--- config.mk ---
export PLATFORM = sky130hd
export DESIGN_NAME = mem2_wb
export DESIGN_NICKNAME = d
export VERILOG_FILES = /design/src/rtl/mem2_wb_pkg.sv /design/src/rtl/mem2_wb_load_align.sv /design/src/rtl/mem2_wb.sv
export SDC_FILE = /design/constraint.sdc
export NUM_CORES = 1
export LEC_CHECK = 0
export ABC_AREA = 1
export BUFFER_PORTS_ARGS = -buffer_cell sky130_fd_sc_hd__buf_2
export CAP_MARGIN = 20
export CORE_MARGIN = 4
export CORE_UTILIZATION = 40
export CTS_CLUSTER_SIZE = 20
export DETAILED_ROUTE_END_ITERATION = 6
export GPL_ROUTABILITY_DRIVEN = 0
export GPL_TIMING_DRIVEN = 1
export HOLD_SLACK_MARGIN = 0.05
export PLACE_DENSITY = 0.85
export SLEW_MARGIN = 10
export SYNTH_ARGS = -nofsm -noshare
export SYNTH_HDL_FRONTEND = slang
export SYNTH_SLANG_ARGS = --single-unit
--- constraint.sdc ---
create_clock -name clk -period 2.2 [get_ports clk]
set_clock_uncertainty 0.05 [all_clocks]
set_input_delay 0.22 -clock clk [delete_from_list [all_inputs] [get_ports clk]]
set_output_delay 0.22 -clock clk [all_outputs]
set_load 0.01 [all_outputs]
--- src/rtl/mem2_wb_pkg.sv ---
// Shared encodings for the mem2/write-back stage: access widths, stage states, exception bits.
package mem2_wb_pkg;

   localparam int DATA_W = 32;
   localparam int EXP_W  = 7;

   localparam logic [1:0] W_BYTE = 2'b00;
   localparam logic [1:0] W_HALF = 2'b01;
   localparam logic [1:0] W_WORD = 2'b10;

   localparam logic [1:0] ST_EMPTY = 2'b00;
   localparam logic [1:0] ST_FULL  = 2'b01;
   localparam logic [1:0] ST_EXC   = 2'b10;

   localparam int EXP_ALE = 4;

   // Half needs addr[0]=0; word (10 or 11) needs addr[1:0]=0.
   function automatic logic is_misaligned(input logic [1:0] width, input logic [1:0] addr);
      logic bad;
      bad = 1'b0;
      if (width == W_HALF)
         bad = addr[0];
      else if (width[1])
         bad = (addr != 2'b00);
      return bad;
   endfunction

endpackage

--- src/rtl/mem2_wb_load_align.sv ---
// Combinational load aligner: shifts the raw cache word to the addressed lane and extends it.
module load_align
   import mem2_wb_pkg::*;
(
   input  logic [DATA_W-1:0] data,
   input  logic [1:0]        addr,
   input  logic [1:0]        width,
   input  logic              sign,
   output logic [DATA_W-1:0] result
);

   logic [DATA_W-1:0] byte_lane;
   logic [DATA_W-1:0] half_lane;
   logic signed [7:0]  byte_s;
   logic signed [15:0] half_s;

   assign byte_lane = data >> {addr, 3'b000};
   assign half_lane = data >> {addr[1], 4'b0000};
   assign byte_s    = byte_lane[7:0];
   assign half_s    = half_lane[15:0];

   always_comb begin
      result = data;
      case (width)
         W_BYTE: result = sign ? DATA_W'(byte_s) : {24'd0, byte_lane[7:0]};
         W_HALF: result = sign ? DATA_W'(half_s) : {16'd0, half_lane[15:0]};
         default: result = data;
      endcase
   end

endmodule

--- src/rtl/mem2_wb.sv ---
// mem2 -> write-back stage: registers aligned load data, single-shot write strobe, exception hold.
// Optional MEM2_ALIGN_CHECK_EN raises EXP_ALE on misaligned half/word accesses.
module mem2_wb
   import mem2_wb_pkg::*;
(
   input  logic              clk,
   input  logic              rst,
   input  logic              flush,
   input  logic              stall,
   input  logic              in_en,
   input  logic [4:0]        in_rd,
   input  logic [DATA_W-1:0] in_data,
   input  logic [DATA_W-1:0] in_addr,
   input  logic [1:0]        in_width,
   input  logic              in_sign,
   input  logic [EXP_W-1:0]  in_exp,
   input  logic [DATA_W-1:0] in_badv,
   output logic              wb_en,
   output logic [4:0]        wb_rd,
   output logic [DATA_W-1:0] wb_data,
   output logic [EXP_W-1:0]  wb_exp,
   output logic [DATA_W-1:0] wb_badv,
   output logic              fwd_valid
);

   logic [1:0]        state_p1;
   logic              written_p1;
   logic [4:0]        rd_p1;
   logic [DATA_W-1:0] data_p1;
   logic [EXP_W-1:0]  exp_p1;
   logic [DATA_W-1:0] badv_p1;

   logic              cap;
   logic [DATA_W-1:0] aligned_p0;
   logic [EXP_W-1:0]  exp_p0;
   logic [DATA_W-1:0] badv_p0;
   logic [1:0]        state_nxt;

   load_align u_align (
      .data   (in_data),
      .addr   (in_addr[1:0]),
      .width  (in_width),
      .sign   (in_sign),
      .result (aligned_p0)
   );

`ifdef MEM2_ALIGN_CHECK_EN
   logic ale_p0;
   assign ale_p0  = is_misaligned(in_width, in_addr[1:0]);
   assign exp_p0  = in_exp | (EXP_W'(ale_p0) << EXP_ALE);
   assign badv_p0 = ale_p0 ? in_addr : in_badv;
`else
   assign exp_p0  = in_exp;
   assign badv_p0 = in_badv;
`endif

   // An instruction parked in EXC blocks any new capture until flushed.
   assign cap = in_en & ~stall & ~flush & (state_p1 != ST_EXC);

   always_comb begin
      state_nxt = state_p1;
      if (flush)
         state_nxt = ST_EMPTY;
      else if (!stall) begin
         case (state_p1)
            ST_EMPTY, ST_FULL:
               if (cap)
                  state_nxt = (exp_p0 != '0) ? ST_EXC : ST_FULL;
               else
                  state_nxt = ST_EMPTY;
            default: state_nxt = ST_EXC;
         endcase
      end
   end

   // p0 -> p1: capture boundary
   always_ff @(posedge clk or posedge rst) begin
      if (rst) begin
         state_p1   <= ST_EMPTY;
         written_p1 <= 1'b0;
         rd_p1      <= '0;
         data_p1    <= '0;
         exp_p1     <= '0;
         badv_p1    <= '0;
      end else begin
         state_p1 <= state_nxt;
         // Written flips after the first FULL cycle even while stalled, so a held load strobes once.
         if (cap)
            written_p1 <= 1'b0;
         else if (state_p1 == ST_FULL)
            written_p1 <= 1'b1;
         if (cap) begin
            rd_p1   <= in_rd;
            data_p1 <= aligned_p0;
            exp_p1  <= exp_p0;
            badv_p1 <= badv_p0;
         end
      end
   end

   assign wb_rd     = rd_p1;
   assign wb_data   = data_p1;
   assign wb_exp    = exp_p1;
   assign wb_badv   = badv_p1;
   assign wb_en     = (state_p1 == ST_FULL) & (rd_p1 != 5'd0) & ~written_p1;
   assign fwd_valid = (state_p1 == ST_FULL) & (rd_p1 != 5'd0) & (exp_p1 == '0);

endmodule

* Word-level counts from Yosys, hierarchy flattened *
Cells that the tools add are included.

storage, ports and cells
  input port bits = 116
  output and inout port bits = 78
  bits in registers = 79
  word-level logic and storage cells = 38

operators by class
  shift operators = 2
  multiplexer cells = 10
  reductions and logical operators = 7
  bitwise gates (word level) = 9
  eq/ne operators = 4

operator list
  cell                                                              number
  32-bit two-way mux                                                2
  32-bit case mux with 2 select lines                               1
  32-bit by 5-bit right shift with 16-bit output                    1
  32-bit by 5-bit right shift with 8-bit output                     1
  2-bit two-way mux                                                 5
  7-bit zero test                                                   1
  7-bit nonzero test                                                1
  1-bit AND                                                         6
  5-bit nonzero test                                                1
  2-bit by 1-bit == test with 1-bit output (second input constant)  2
  2-bit zero test                                                   2
  2-bit != test (second input constant)                             2
  1-bit NOT                                                         3
  1-bit two-way mux                                                 2
  2-bit nonzero test                                                1
  2-bit OR reduction                                                1

* Logic depth before layout (Yosys ltp) *
  depth in word-level cells = 8
  depth in mapped cells = 10
  depth with buffers taken out = 9

* Hierarchy *
From an unflattened synthesis, not the netlist that was laid out.

second synthesis, totals
  cells, all modules = 507
  area, all modules = 3985.1 µm²

by module, submodules not included
  module      cells each  instances  area each (µm²)
  mem2_wb     354         1          3076.7
  load_align  153         1          908.4

* Worst setup path before layout *
OpenSTA, ideal clock, no wires.

  path type = reg-to-reg
  start point = reg state_p1[0]
  end point = reg data_p1[16] (netlist: wb_data[16])
  path buffers = 1
  slack = 0.917 ns
  arrival time = 1.112 ns
  library setup time = 0.122 ns
  period minus slack after synthesis = 1.283 ns
  stages on the path, launching flop included = 9
  cell sequence = dfrtp_1 -> inv_1 -> nand2_1 -> nand3_1 -> inv_1 -> buf_2 -> or2_2 -> inv_1 -> a21oi_2

on the way
  cells in the longest elaborated chain, start to end = 2

RTL lines
  what                    RTL line       text
  from (decl)             mem2_wb.sv:26  logic [1:0] state_p1;
  from (signal assigned)  mem2_wb.sv:86  state_p1 <= state_nxt;
  2-bit != test           mem2_wb.sv:58  assign cap = in_en & ~stall & ~flush & (state_p1 != ST_EXC);
  1-bit AND               mem2_wb.sv:58
  to (signal assigned)    mem2_wb.sv:94  data_p1 <= aligned_p0;
  to (decl)               mem2_wb.sv:29  logic [DATA_W-1:0] data_p1;

Every way passes these cells.
A chain may end at the register's enable or synchronous reset.

* Final worst setup path *
  start point = in flush
  end point = reg badv_p1[9] (netlist: wb_badv[9])

on the way
  cells in the longest elaborated chain, start to end = 3

RTL lines
  what                     RTL line       text
  from (decl)              mem2_wb.sv:8   input logic flush,
  1-bit NOT                mem2_wb.sv:58
  1-bit AND (2 in series)  mem2_wb.sv:58
  to (signal assigned)     mem2_wb.sv:96  badv_p1 <= badv_p0;
  to (decl)                mem2_wb.sv:31  logic [DATA_W-1:0] badv_p1;

Every way passes these cells.

==> summary.md <==
| Metric | Value |
|---|---|
| Die boundary width | `106 um` |
| Ratio of cells with drive above 1 in the final layout | `32.0%` |
| Max Fanout on Critical Path | `40` |
| Iteration-0 DRC count of the detailed router | `222` |
| Worst-Margin Slew | `817 ps` |
| Portion of total power attributed to sequential cells | `44.9%` |
| Global router's overall resource usage | `21.2%` |
| Pin count of the biggest net entering global routing | `92` |
| Area Overhead vs Synth | `40.6%` |
| Count of port buffers added during placement | `163` |
| Number of setup violations in the final report | `0` |
| Required time of the critical path | `2440 ps` |
| Core occupancy in the finished layout | `57.9%` |
| Synth Instances | `489` |
| Switching component of the power | `1.36 mW` |
| Clock tree from TritonCTS | `done` |
| Slew margin rel. | `45.4%` |
| Overflow left after global routing | `0` |
| Kind of critical path | `primary input to register` |
| Clock latency reported for the late side of the worst-skew pair | `340 ps` |
| Net count after synthesis | `605` |
| Outcome | `finished, final reports clean` |
| Initial cell density of the core | `41.2%` |
| Via count | `3910` |
| Power per cell area | `796 mW/mm^2` |
| Mapped Area | `0.00380 mm^2` |
| Syn avg cell area | `7.78 um^2` |
| Flip-flop cell with the highest count after synthesis | `dfrtp_1` |
| Setup_tns | `0 ps` |
| Number of nets with antenna violations after detailed routing | `0` |
| Synth top cells by count | `nand2_1 (211), dfrtp_1 (79), inv_1 (43)` |
| Launch point of the worst hold path | `stall` |
| Count of different cell masters after synthesis | `25` |
| CTS root buf | `clkbuf_8` |
| HPWL reported at the end of detailed placement | `7780 um` |
| Main area contributors after synthesis | `dfrtp_1 (52%), nand2_1 (21%), a21oi_1 (5.3%)` |
| Via count of the first global-routing pass | `4074` |
| CORE AREA | `0.00924 mm^2` |
| Antenna violations before repair | `0` |
| Flip-flop and latch count after synthesis | `79` |
| First-pass GRT wire length | `19200 um` |
| Number of sinks on the clock net | `79` |
| Final hold violation count | `0` |
| Floorplan die height | `106 um` |
| DRC Markers | `0` |
| Yosys top cell area share | `52.0%` |
| Critical path capture point type | `register` |
| Class of the most critical hold timing path | `primary input to register` |
| Internal power | `2.90 mW` |
| Share of power burned in the clock network | `27.5%` |
| Worst setup path start | `flush` |
| Number of buffers created by CTS | `9` |
| Unrepaired setup endpoints after global routing | `no` |
| Pre-CTS worst setup slack | `370 ps` |
| Max_cap viols | `0` |
| Fill cell total of the finished layout | `810` |
| # H-tree levels | `3` |
| Leakage power figure | `3.02 nW` |
| Dominant cell by count in the synthesized netlist | `nand2_1` |
| Antenna Cells | `0` |
| Post-synthesis cell type with the largest combined area | `dfrtp_1` |
| Drt pass-1 iters | `5` |
| Max Slew Vio Count | `0` |
| Share of the cycle needed by the critical path after routing | `86.8%` |
| Maximum clock insertion buffer count | `2` |
| R2R Path Start | `state_p1[0]` |
| Number of synthesized flops with an enable pin | `0` |
| Peak supply drop | `0.313 mV` |
| Final WS setup | `290 ps` |
| Critical Path AT | `2150 ps` |
| Switching part of the total power | `32.0%` |
| Row cnt | `35` |
| Post-layout minimum cycle time | `1910 ps` |
| Detail-routed via count per cell | `4.79` |
| Net count, final | `800` |
| Wire length after detailed routing | `11400 um` |
| Maximum frequency from static timing analysis | `0.524 GHz` |
| Share of power burned in combinational logic | `27.7%` |
| Seq/Total Area, Yosys | `52.0%` |
| Crit start category | `primary input` |
| Total I/O pin count | `194` |
| WL per Instance | `14.0 um` |
| Total number of yosys warnings | `0` |
| Area of the die | `0.0111 mm^2` |
| Reg clk slew, reported paths | `80 ps` |
| Post-synth ARST share | `100%` |
==> state kept, by name, summed over array words and instances (netlist names) <==
register	count
wb_exp	7
wb_data	32
wb_badv	32
written_p1	1
state_p1	2
wb_rd	5
==> metrics by stage <==
| stage | std cells | total power [mW] | cell area [um^2] | hold WS, ps |
|---|---|---|---|---|
| 2_1_floorplan | 489 | 2.53 | 3810 | 233 |
| 3_3_place_gp | 761 | 3.01 | 4730 | 348 |
| 3_5_place_dp | 761 | 3.06 | 4730 | 366 |
| 4_1_cts | 817 | 4.30 | 5350 | 66.7 |
| 5_1_grt | 817 | 4.53 | 5350 | 69.8 |
| 6_report | 817 | 4.26 | 5350 | 86.0 |
==> power by group through the flow <==
stage / clock network [mW] / logic, mW / registers, mW
CTS: 1.20 / 1.19 / 1.91
global route: 1.26 / 1.31 / 1.95
global placement: 0 / 1.09 / 1.92
floorplan: 0 / 0.461 / 2.07
finish: 1.17 / 1.18 / 1.91
detailed placement: 0 / 1.12 / 1.93
==> final timing paths <==
kind,endpoint,slack [ps],cells past startpoint
max reg2reg,wb_data[24],410,7
min in group asynchronous,wb_badv[24],550,3
max in group asynchronous,wb_rd[0],870,4
min reg2reg,wb_badv[7],430,2
max,wb_badv[9],290,8
min,state_p1[0],90,3
==> kinds of logic after synthesis <==
family / synth area share (%)
buffers and inverters: 7.99
AND/OR/NAND/NOR: 28.6
flip-flops: 52.0
AO/OA/AOI/OAI: 11.4
==> layout by cell type, fill, tap and decap left out, types with 2 or more instances in the layout <==
| cell type | n |
|---|---|
| clkbuf_8 | 9 |
| inv_2 | 2 |
| buf_12 | 2 |
| clkinv_2 | 3 |
| dfrtp_1 | 79 |
| buf_4 | 2 |
| clkinvlp_4 | 2 |
| nor2_1 | 14 |
| inv_1 | 41 |
| buf_2 | 163 |
| a21oi_2 | 10 |
| dlygate4sd3_1 | 41 |
| nand2_1 | 211 |
| nand3_1 | 11 |
| a21oi_1 | 40 |
| bufinv_16 | 2 |
| nand2_2 | 2 |
| o21ai_0 | 27 |
| or2_2 | 16 |
==> worst max-delay path: stages <==
cell           delay [ps]
dlygate4sd3_1         540
buf_2                 140
nor2_1                180
nand3_4               120
clkinv_2              380
buf_4                 370
nand2_1               120
nand2_1                70
==> what timing repair did <==
action                                  CTS  global route
endpoints found under the setup margin    0             2
buffers inserted                          0             0
gates resized for setup                   0             1
hold buffers                             41             0
endpoints found under the hold margin    78             0
==> cell type report <==
type,count,area [um^2],area share (%)
clock inverter,6,86.3,1.61
sequential,79,1980,37.0
tap,129,161,3.02
inverter,46,183,3.42
multi-input combinational,340,1540,28.7
clock buffer,9,124,2.32
timing repair buffer,208,1280,24.0
==> metal layers <==
| metal | up-vias | wire length [um] | global-route usage [%] |
|---|---|---|---|
| met4 | 0 | 307 | 8.42 |
| met1 | 1821 | 4510 | 25.2 |
| met2 | 169 | 5780 | 36.6 |
| met5 | - | 0 | 0 |
| li1 | 1894 | - | - |
| met3 | 26 | 842 | 5.51 |
Note: power is estimated with default switching activity, not from simulation.
